**src/rtl/spi_slave.sv**
```systemverilog
// 16-bit SPI responder: oversamples SCLK/SS_n/MOSI in the clk domain and hands received words to the core.
// Optional macro SPI_SLAVE_FRM_ERR_EN adds a frm_err pulse output for discarded frames.
module spi_slave #(
  parameter int unsigned WIDTH = 16
) (
  input  logic             clk,
  input  logic             rst_n,
  input  logic             SCLK,
  input  logic             SS_n,
  input  logic             MOSI,
  output logic             MISO,
  input  logic [WIDTH-1:0] tx_data,
  input  logic             wrt,
  output logic [WIDTH-1:0] cmd,
  output logic             cmd_rdy,
  input  logic             clr_rdy
`ifdef SPI_SLAVE_FRM_ERR_EN
  ,
  output logic             frm_err
`endif
);

  localparam int unsigned CW = $clog2(WIDTH + 2);

  typedef enum logic {
    IDLE,
    SHIFT
  } state_e;

  state_e           state_q, state_d;
  logic [2:0]       sclk_sync_q;
  logic [2:0]       ss_sync_q;
  logic [1:0]       mosi_sync_q;
  logic [WIDTH-1:0] tx_buf_q, tx_buf_d;
  logic [WIDTH-1:0] tx_shft_q, tx_shft_d;
  logic [WIDTH-1:0] rx_shft_q, rx_shft_d;
  logic [CW-1:0]    bit_cnt_q, bit_cnt_d;
  logic             first_rise_q, first_rise_d;
  logic [WIDTH-1:0] cmd_q, cmd_d;
  logic             cmd_rdy_q, cmd_rdy_d;
  logic             frm_err_d;

  logic sclk_rise, sclk_fall, ss_rise, ss_fall, mosi_sync;

  assign sclk_rise = sclk_sync_q[1] & ~sclk_sync_q[2];
  assign sclk_fall = ~sclk_sync_q[1] & sclk_sync_q[2];
  assign ss_rise   = ss_sync_q[1] & ~ss_sync_q[2];
  assign ss_fall   = ~ss_sync_q[1] & ss_sync_q[2];
  assign mosi_sync = mosi_sync_q[1];

  // Synchronizers preset to idle pin levels so reset release creates no false edges.
  always_ff @(posedge clk) begin
    if (!rst_n) begin
      sclk_sync_q  <= '1;
      ss_sync_q    <= '1;
      mosi_sync_q  <= '0;
      state_q      <= IDLE;
      tx_buf_q     <= '0;
      tx_shft_q    <= '0;
      rx_shft_q    <= '0;
      bit_cnt_q    <= '0;
      first_rise_q <= 1'b0;
      cmd_q        <= '0;
      cmd_rdy_q    <= 1'b0;
    end else begin
      sclk_sync_q  <= {sclk_sync_q[1:0], SCLK};
      ss_sync_q    <= {ss_sync_q[1:0], SS_n};
      mosi_sync_q  <= {mosi_sync_q[0], MOSI};
      state_q      <= state_d;
      tx_buf_q     <= tx_buf_d;
      tx_shft_q    <= tx_shft_d;
      rx_shft_q    <= rx_shft_d;
      bit_cnt_q    <= bit_cnt_d;
      first_rise_q <= first_rise_d;
      cmd_q        <= cmd_d;
      cmd_rdy_q    <= cmd_rdy_d;
    end
  end

  always_comb begin
    state_d      = state_q;
    tx_buf_d     = wrt ? tx_data : tx_buf_q;
    tx_shft_d    = tx_shft_q;
    rx_shft_d    = rx_shft_q;
    bit_cnt_d    = bit_cnt_q;
    first_rise_d = first_rise_q;
    cmd_d        = cmd_q;
    cmd_rdy_d    = clr_rdy ? 1'b0 : cmd_rdy_q;
    frm_err_d    = 1'b0;
    unique case (state_q)
      IDLE: begin
        if (ss_fall) begin
          tx_shft_d    = tx_buf_q;
          bit_cnt_d    = '0;
          first_rise_d = 1'b0;
          cmd_rdy_d    = 1'b0;
          state_d      = SHIFT;
        end
      end
      SHIFT: begin
        // SS_n events take priority; a coincident SCLK edge is dropped.
        if (ss_rise) begin
          state_d = IDLE;
          if (bit_cnt_q == CW'(WIDTH)) begin
            cmd_d     = rx_shft_q;
            cmd_rdy_d = 1'b1;
          end else begin
            frm_err_d = 1'b1;
          end
        end else if (sclk_rise) begin
          rx_shft_d    = {rx_shft_q[WIDTH-2:0], mosi_sync};
          first_rise_d = 1'b1;
          if (bit_cnt_q != CW'(WIDTH + 1)) begin
            bit_cnt_d = bit_cnt_q + CW'(1);
          end
        end else if (sclk_fall && first_rise_q) begin
          tx_shft_d = {tx_shft_q[WIDTH-2:0], 1'b0};
        end
      end
      default: state_d = IDLE;
    endcase
  end

  assign MISO    = tx_shft_q[WIDTH-1];
  assign cmd     = cmd_q;
  assign cmd_rdy = cmd_rdy_q;

`ifdef SPI_SLAVE_FRM_ERR_EN
  logic frm_err_q;

  always_ff @(posedge clk) begin
    if (!rst_n) begin
      frm_err_q <= 1'b0;
    end else begin
      frm_err_q <= frm_err_d;
    end
  end

  assign frm_err = frm_err_q;
`else
  logic unused_frm_err;
  assign unused_frm_err = frm_err_d;
`endif

endmodule

```
**config.mk**
```make
export PLATFORM = sky130hd
export DESIGN_NAME = spi_slave
export DESIGN_NICKNAME = d
export VERILOG_FILES = /design/src/rtl/spi_slave.sv
export SDC_FILE = /design/constraint.sdc
export NUM_CORES = 1
export LEC_CHECK = 0
export ABC_AREA = 1
export CAP_MARGIN = 20
export CORE_ASPECT_RATIO = 1.2
export CORE_MARGIN = 4
export CORE_UTILIZATION = 45
export CTS_CLUSTER_SIZE = 10
export DETAILED_ROUTE_END_ITERATION = 8
export GPL_ROUTABILITY_DRIVEN = 0
export GPL_TIMING_DRIVEN = 0
export HOLD_SLACK_MARGIN = 0.02
export PLACE_DENSITY = 0.66
export SLEW_MARGIN = 20
export SYNTH_ARGS = -nofsm -noshare
export SYNTH_HDL_FRONTEND = slang
export SYNTH_SLANG_ARGS = --single-unit
```
**constraint.sdc**
```tcl
create_clock -name clk -period 1.5 [get_ports clk]
set_clock_uncertainty 0.15 [all_clocks]
set_input_delay 0.375 -clock clk [delete_from_list [all_inputs] [get_ports clk]]
set_output_delay 0.375 -clock clk [all_outputs]
set_load 0.01 [all_outputs]
```
==> flow_metrics.env, run 1 <==
export IMPL_status="finished, final reports clean"
export IMPL_cp_num_buf_inv=3
export IMPL_yosysMostFrequentCell="nor2_1"
export IMPL_io_pins=41
export IMPL_final_max_slew_viol_count=0
export IMPL_criticalPathCategory="flip-flop to flip-flop"
export IMPL_synth_top_area_share_pct=48.9
export IMPL_dp_cells=552
export IMPL_die_x_um=85.9
export IMPL_fmax_mhz=689
export IMPL_cts_tree="yes"
export IMPL_maxSlewHeadroom_pct=69.9
export IMPL_post_route_drc_count=0
export IMPL_cellLeakagePower_uw=0.00187
export IMPL_yosysTopAreaCell="dfxtp_1"
export IMPL_coreArea_um2=6980
export IMPL_drive_gt1_share_pct=21.4
export IMPL_synthesis_area_um2=3280
export IMPL_die_area_um2=8720
export IMPL_path_cells="inv_4 -> ha_4 -> nand3_4 -> nor2_8 -> inv_6 -> buf_12 -> nor2_2 -> nor2_1"
export IMPL_synthTopCellsByCount="nor2_1, dfxtp_1, o21ai_0"
export IMPL_fp_dieH_um=101
export IMPL_seq_area_frac_synth_pct=48.9
export IMPL_cap_violations=0
export IMPL_area_growth_pct=25.0
export IMPL_path_max_fanout=10
export IMPL_drt_iter0_markers=158
export IMPL_grt_pass1_vias=2730
export IMPL_cpPeakStageDelay_ns=0.38
export IMPL_finalNetCount=507
export IMPL_irDropWorstVdd_mv=0.571
export IMPL_cts_reportedPaths_clkPinSlew_ns=0.08
export IMPL_clk_latency_ns=0.34
export IMPL_stdcell_area_um2=4100
export IMPL_synth_seq_cells=80
export IMPL_grt_max_degree=20
export IMPL_path_delay_family="simple AND/OR/NAND/NOR gates"
export IMPL_cp_slowest_cell="dfxtp_4"
export IMPL_synth_cells=426
export IMPL_viasPerCell=4.88
export IMPL_p_per_area_nw_per_um2=1030
export IMPL_route_vias_total=2798
export IMPL_rsz0062_at_grt="true"
export IMPL_dp_hpwl_um=5070
export IMPL_cp_required_ns=1.59
export IMPL_final_cells=573
export IMPL_p_total_uw=4220
export IMPL_worst_slew_pin_slew_ns=0.451
export IMPL_grt_util_all_layers_pct=17.7
export IMPL_numCtsBuffers=9
export IMPL_clk_path_buf_depth=2
export IMPL_place_area_um2=3780
export IMPL_wl_um=7080
export IMPL_fin_ws_ns=0.0490
export IMPL_hold_class="flip-flop to flip-flop"
export IMPL_pre_cts_ws_ns=-0.232
export IMPL_port_buffers=39
export IMPL_drtPass1Iterations=4
export IMPL_start_util_pct=47.0
export IMPL_overflow=0
export IMPL_ant_nets=0
export IMPL_finalCritPeriodShare_pct=96.7
export IMPL_antenna_cells=0
export IMPL_period_needed_ns=1.45
export IMPL_arrival_ns=1.54
export IMPL_hold_viol=0
export IMPL_synth_area_per_cell_um2=7.70
export IMPL_htreeDepth=3
export IMPL_cts_root_buffer_cell="clkbuf_8"
export IMPL_clock_sinks=80
export IMPL_syn_nets=452
export IMPL_rows=33
export IMPL_synthDistinctLibCells=28
export IMPL_wl_per_cell_um=12.4
export IMPL_cp_end_kind="flip-flop"
export IMPL_synth_main_ff_cell="dfxtp_1"
export IMPL_grt_pass1_wl_um=12500
export IMPL_setup_violations=0
export IMPL_antenna_found_initial=0
export IMPL_synth_edf_count=0
export IMPL_async_reset_ff_share_pct=0
export IMPL_ys_top_cells_by_area="dfxtp_1, nor2_1, o21ai_0"
export IMPL_utilization_pct=58.7
export IMPL_ys_warn_count=0
export IMPL_cp_start_kind="flip-flop"
final timing paths:
path / from / end / slack [ns] / depth (start not counted)
worst max register to register: bit_cnt_q[0] / cmd[10] / 0.05 / 8
worst min-delay path: ss_sync_q[0] / ss_sync_q[1] / 0.27 / 1
worst min register to register: ss_sync_q[0] / ss_sync_q[1] / 0.27 / 1
worst max-delay path: bit_cnt_q[0] / cmd[10] / 0.05 / 8
sequential cells by signal, summed over array words and instances, names as in the netlist:
name and cells:
cmd 16, cmd_rdy 1, sclk_sync_q 3, mosi_sync_q 2
tx_buf_q 16, first_rise_q 1, tx_shft_q 16, bit_cnt_q 5
state_q 1, ss_sync_q 3, rx_shft_q 16
power by group:
| part | internal, uW | total, uW | switching [uW] |
|---|---|---|---|
| Combinational | 165 | 371 | 206 |
| Clock | 820 | 1620 | 799 |
| Sequential | 2190 | 2230 | 35.0 |
| Total | 3180 | 4220 | 1040 |
layout make-up:
| cell class | instances | area [um^2] |
|---|---|---|
| Inverter | 33 | 139 |
| Clock inverter | 6 | 67.6 |
| Timing Repair Buffer | 47 | 394 |
| Buffer | 21 | 139 |
| Fill cell | 683 | 2880 |
| Clock buffer | 10 | 138 |
| Tap cell | 87 | 109 |
| Sequential cell | 80 | 1610 |
| Multi-Input combinational cell | 289 | 1500 |
layer usage:
layer	vias up	share of wire [%]	global-route usage [%]
met5	-	0	0
met4	0	1.3	6.58
met3	8	3.5	5.04
met2	44	49	29.1
met1	1287	46	22.2
li1	1459	-	-
timing repair:
| action | 4_1_cts | 5_1_grt |
|---|---|---|
| setup buffers | 3 | 5 |
| endpoints found under the setup margin | 46 | 72 |
| gates cloned | 0 | 0 |
| gates resized for setup | 29 | 70 |
| hold buffers | 0 | 0 |
| pin swaps | 3 | 6 |
worst register-to-register path, cell delays in order, from the launching register on:
cell     delay (ns)
dfxtp_4        0.38
inv_4          0.07
ha_4           0.13
nand3_4        0.10
nor2_8         0.18
inv_6          0.07
buf_12         0.15
nor2_2         0.08
nor2_1         0.05
placed cells by master, fill, tap and decap left out, types with 15 or more instances in the layout:
cell	netlist	layout
nand2_1	51	50
inv_1	28	25
clkdlybuf4s50_1	0	21
nand3b_1	15	15
nor2_1	99	89
o21ai_0	54	53
a21oi_1	21	19
nor2_2	13	19
clkbuf_2	0	15
dfxtp_1	80	76
through the flow:
step | hold slack [ns] | TNS (ns)
finish | 0.270 | 0
global route | 0.289 | -0.128
CTS | 0.276 | 0
detailed placement | 0.253 | -6.38
global placement | 0.247 | -5.33
floorplan | 0.240 | 0
cells by family after synthesis:
logic type	count (synthesis)	synth area share [%]
buf+inv	57	8.09
flops	80	48.9
simple gates	199	28.4
fa+ha+maj	3	1.15
xor+xnor	1	0.267
compound gates	86	13.2
(Power assumes the default switching activity.)
==> inputs of run 2 (changes only) <==
CORE_UTILIZATION = 49   (was 45)
PLACE_DENSITY = 0.72   (was 0.66)
REMOVE_ABC_BUFFERS = 1   (was unset)
==> flow_metrics.env, run 2 (synthesized netlist as in run 1, its figures left out) <==
export IMPL_clk_path_buf_depth=2
export IMPL_cts_root_buffer_cell="clkbuf_8"
export IMPL_status="finished, final reports clean"
export IMPL_final_cells=568
export IMPL_final_cell_mix="nor2_1, dfxtp_1, o21ai_0"
export IMPL_dp_hpwl_um=3940
export IMPL_rsz0062_at_grt="true"
export IMPL_final_max_slew_viol_count=0
export IMPL_maxSlewHeadroom_pct=72.2
export IMPL_route_vias_total=2851
export IMPL_ant_nets=0
export IMPL_cp_slowest_cell="dfxtp_2"
export IMPL_cpPeakStageDelay_ns=0.37
export IMPL_cp_required_ns=1.62
export IMPL_cp_num_buf_inv=2
export IMPL_nFillCells=564
export IMPL_hold_class="flip-flop to flip-flop"
export IMPL_cpMostUsedCell="nand2_1"
export IMPL_post_route_drc_count=0
export IMPL_overflow=0
export IMPL_p_total_uw=4390
export IMPL_coreArea_um2=6490
export IMPL_grt_pass1_wl_um=12400
export IMPL_cp_end_kind="flip-flop"
export IMPL_finalNetCount=504
export IMPL_final_common_cell="nor2_1"
export IMPL_drive_gt1_share_pct=19.9
export IMPL_drtPass1Iterations=4
export IMPL_p_per_area_nw_per_um2=1060
export IMPL_period_needed_ns=1.46
export IMPL_arrival_ns=1.58
export IMPL_path_delay_family="simple AND/OR/NAND/NOR gates"
export IMPL_tns_ns=0
export IMPL_grt_util_all_layers_pct=19.4
export IMPL_numCtsBuffers=9
export IMPL_io_pins=41
export IMPL_clk_latency_ns=0.34
export IMPL_die_area_um2=8070
export IMPL_cp_start_kind="flip-flop"
export IMPL_criticalPathCategory="flip-flop to flip-flop"
export IMPL_start_util_pct=50.5
export IMPL_cellLeakagePower_uw=0.00189
export IMPL_die_x_um=82.7
export IMPL_antenna_found_initial=0
export IMPL_pre_cts_ws_ns=-1.25
export IMPL_worst_slew_pin_slew_ns=0.418
export IMPL_drt_iter0_markers=214
export IMPL_wl_per_cell_um=12.5
export IMPL_htreeDepth=3
export IMPL_fmax_mhz=687
export IMPL_clock_sinks=80
export IMPL_setup_violations=0
export IMPL_whs_ns=0.267
export IMPL_cap_violations=0
export IMPL_antenna_cells=0
export IMPL_fp_dieH_um=97.6
export IMPL_hold_viol=0
export IMPL_area_growth_pct=26.7
export IMPL_wl_um=7120
export IMPL_grt_max_degree=41
export IMPL_fin_ws_ns=0.0449
export IMPL_cts_reportedPaths_clkPinSlew_ns=0.08
export IMPL_path_max_fanout=8
export IMPL_grt_pass1_vias=2810
export IMPL_irDropWorstVdd_mv=0.692
export IMPL_dp_cells=528
export IMPL_finalCritPeriodShare_pct=97.0
export IMPL_rows=32
export IMPL_cts_tree="yes"
export IMPL_port_buffers=40
export IMPL_viasPerCell=5.02
export IMPL_path_cells="inv_2 -> ha_1 -> nand2_1 -> inv_1 -> nand3_1 -> nand3_4 -> nand2_1 -> nand2_1 -> nor2_1"
run 2: cell count changes in the layout (fill, tap and decap cells not counted), moves of 5 or more:
cell | previous run | this run
buf_4 | 10 | 19
clkbuf_2 | 15 | 7
nor2_1 | 89 | 97
clkbuf_1 | 8 | 1
clkdlybuf4s15_1 | 6 | 11
nor2_2 | 19 | 14
run 2: report_power, final:
part           internal, uW  switching (uW)
combinational           171             206
clock                  1030             755
sequential             2190            36.5
total                  3400             997
run 2: metrics by stage:
| step | cell area [um^2] | util (%) |
|---|---|---|
| floorplan | 3140 | - |
| global placement | 3650 | 56.2 |
| detailed placement | 3670 | 56.6 |
| CTS | 4070 | 62.7 |
| global route | 4150 | 64.0 |
| finish | 4150 | 64.0 |
run 2: worst register-to-register path, cell delays in order, from the launching register on:
cell and delay, ns:
dfxtp_2 0.37, inv_2 0.07, ha_1 0.18, nand2_1 0.06, inv_1 0.05, nand3_1 0.11, nand3_4 0.14, nand2_1 0.09
nand2_1 0.06, nor2_1 0.12
run 2: what timing repair did:
action,CTS,global route
pin swaps,3,9
endpoints found under the setup margin,92,59
gates cloned,3,0
gates resized for setup,33,46
buffers inserted,15,6
hold buffers,0,0
run 2: final cells by class:
cell class	instances	area, um^2	share of cell area, %
Inverter	33	140	3.37
Sequential cell	80	1610	38.8
Timing Repair inverter	1	7.51	0.181
Clock inverter	4	76.3	1.84
Tap cell	85	106	2.56
Clock buffer	12	155	3.73
Multi-Input combinational cell	291	1490	35.9
Timing Repair Buffer	62	567	13.6
run 2: final timing paths:
| check | startpoint | end | slack, ns | depth (start not counted) |
|---|---|---|---|---|
| setup / recovery | bit_cnt_q[1] | bit_cnt_q[3] | 0.04 | 9 |
| hold / removal | ss_sync_q[0] | ss_sync_q[1] | 0.27 | 1 |
| setup reg to reg | bit_cnt_q[1] | bit_cnt_q[3] | 0.04 | 9 |
| hold reg to reg | ss_sync_q[0] | ss_sync_q[1] | 0.27 | 1 |
run 2: routing by layer:
layer | share of wire, % | wire, um | global-route usage (%) | vias to the layer above
met2 | 49 | 3510 | 31.9 | 43
li1 | - | - | - | 1460
met4 | 2.4 | 169 | 9.18 | 0
met5 | 0 | 0 | 0 | -
met3 | 3.1 | 221 | 3.71 | 14
met1 | 45 | 3220 | 23.8 | 1334
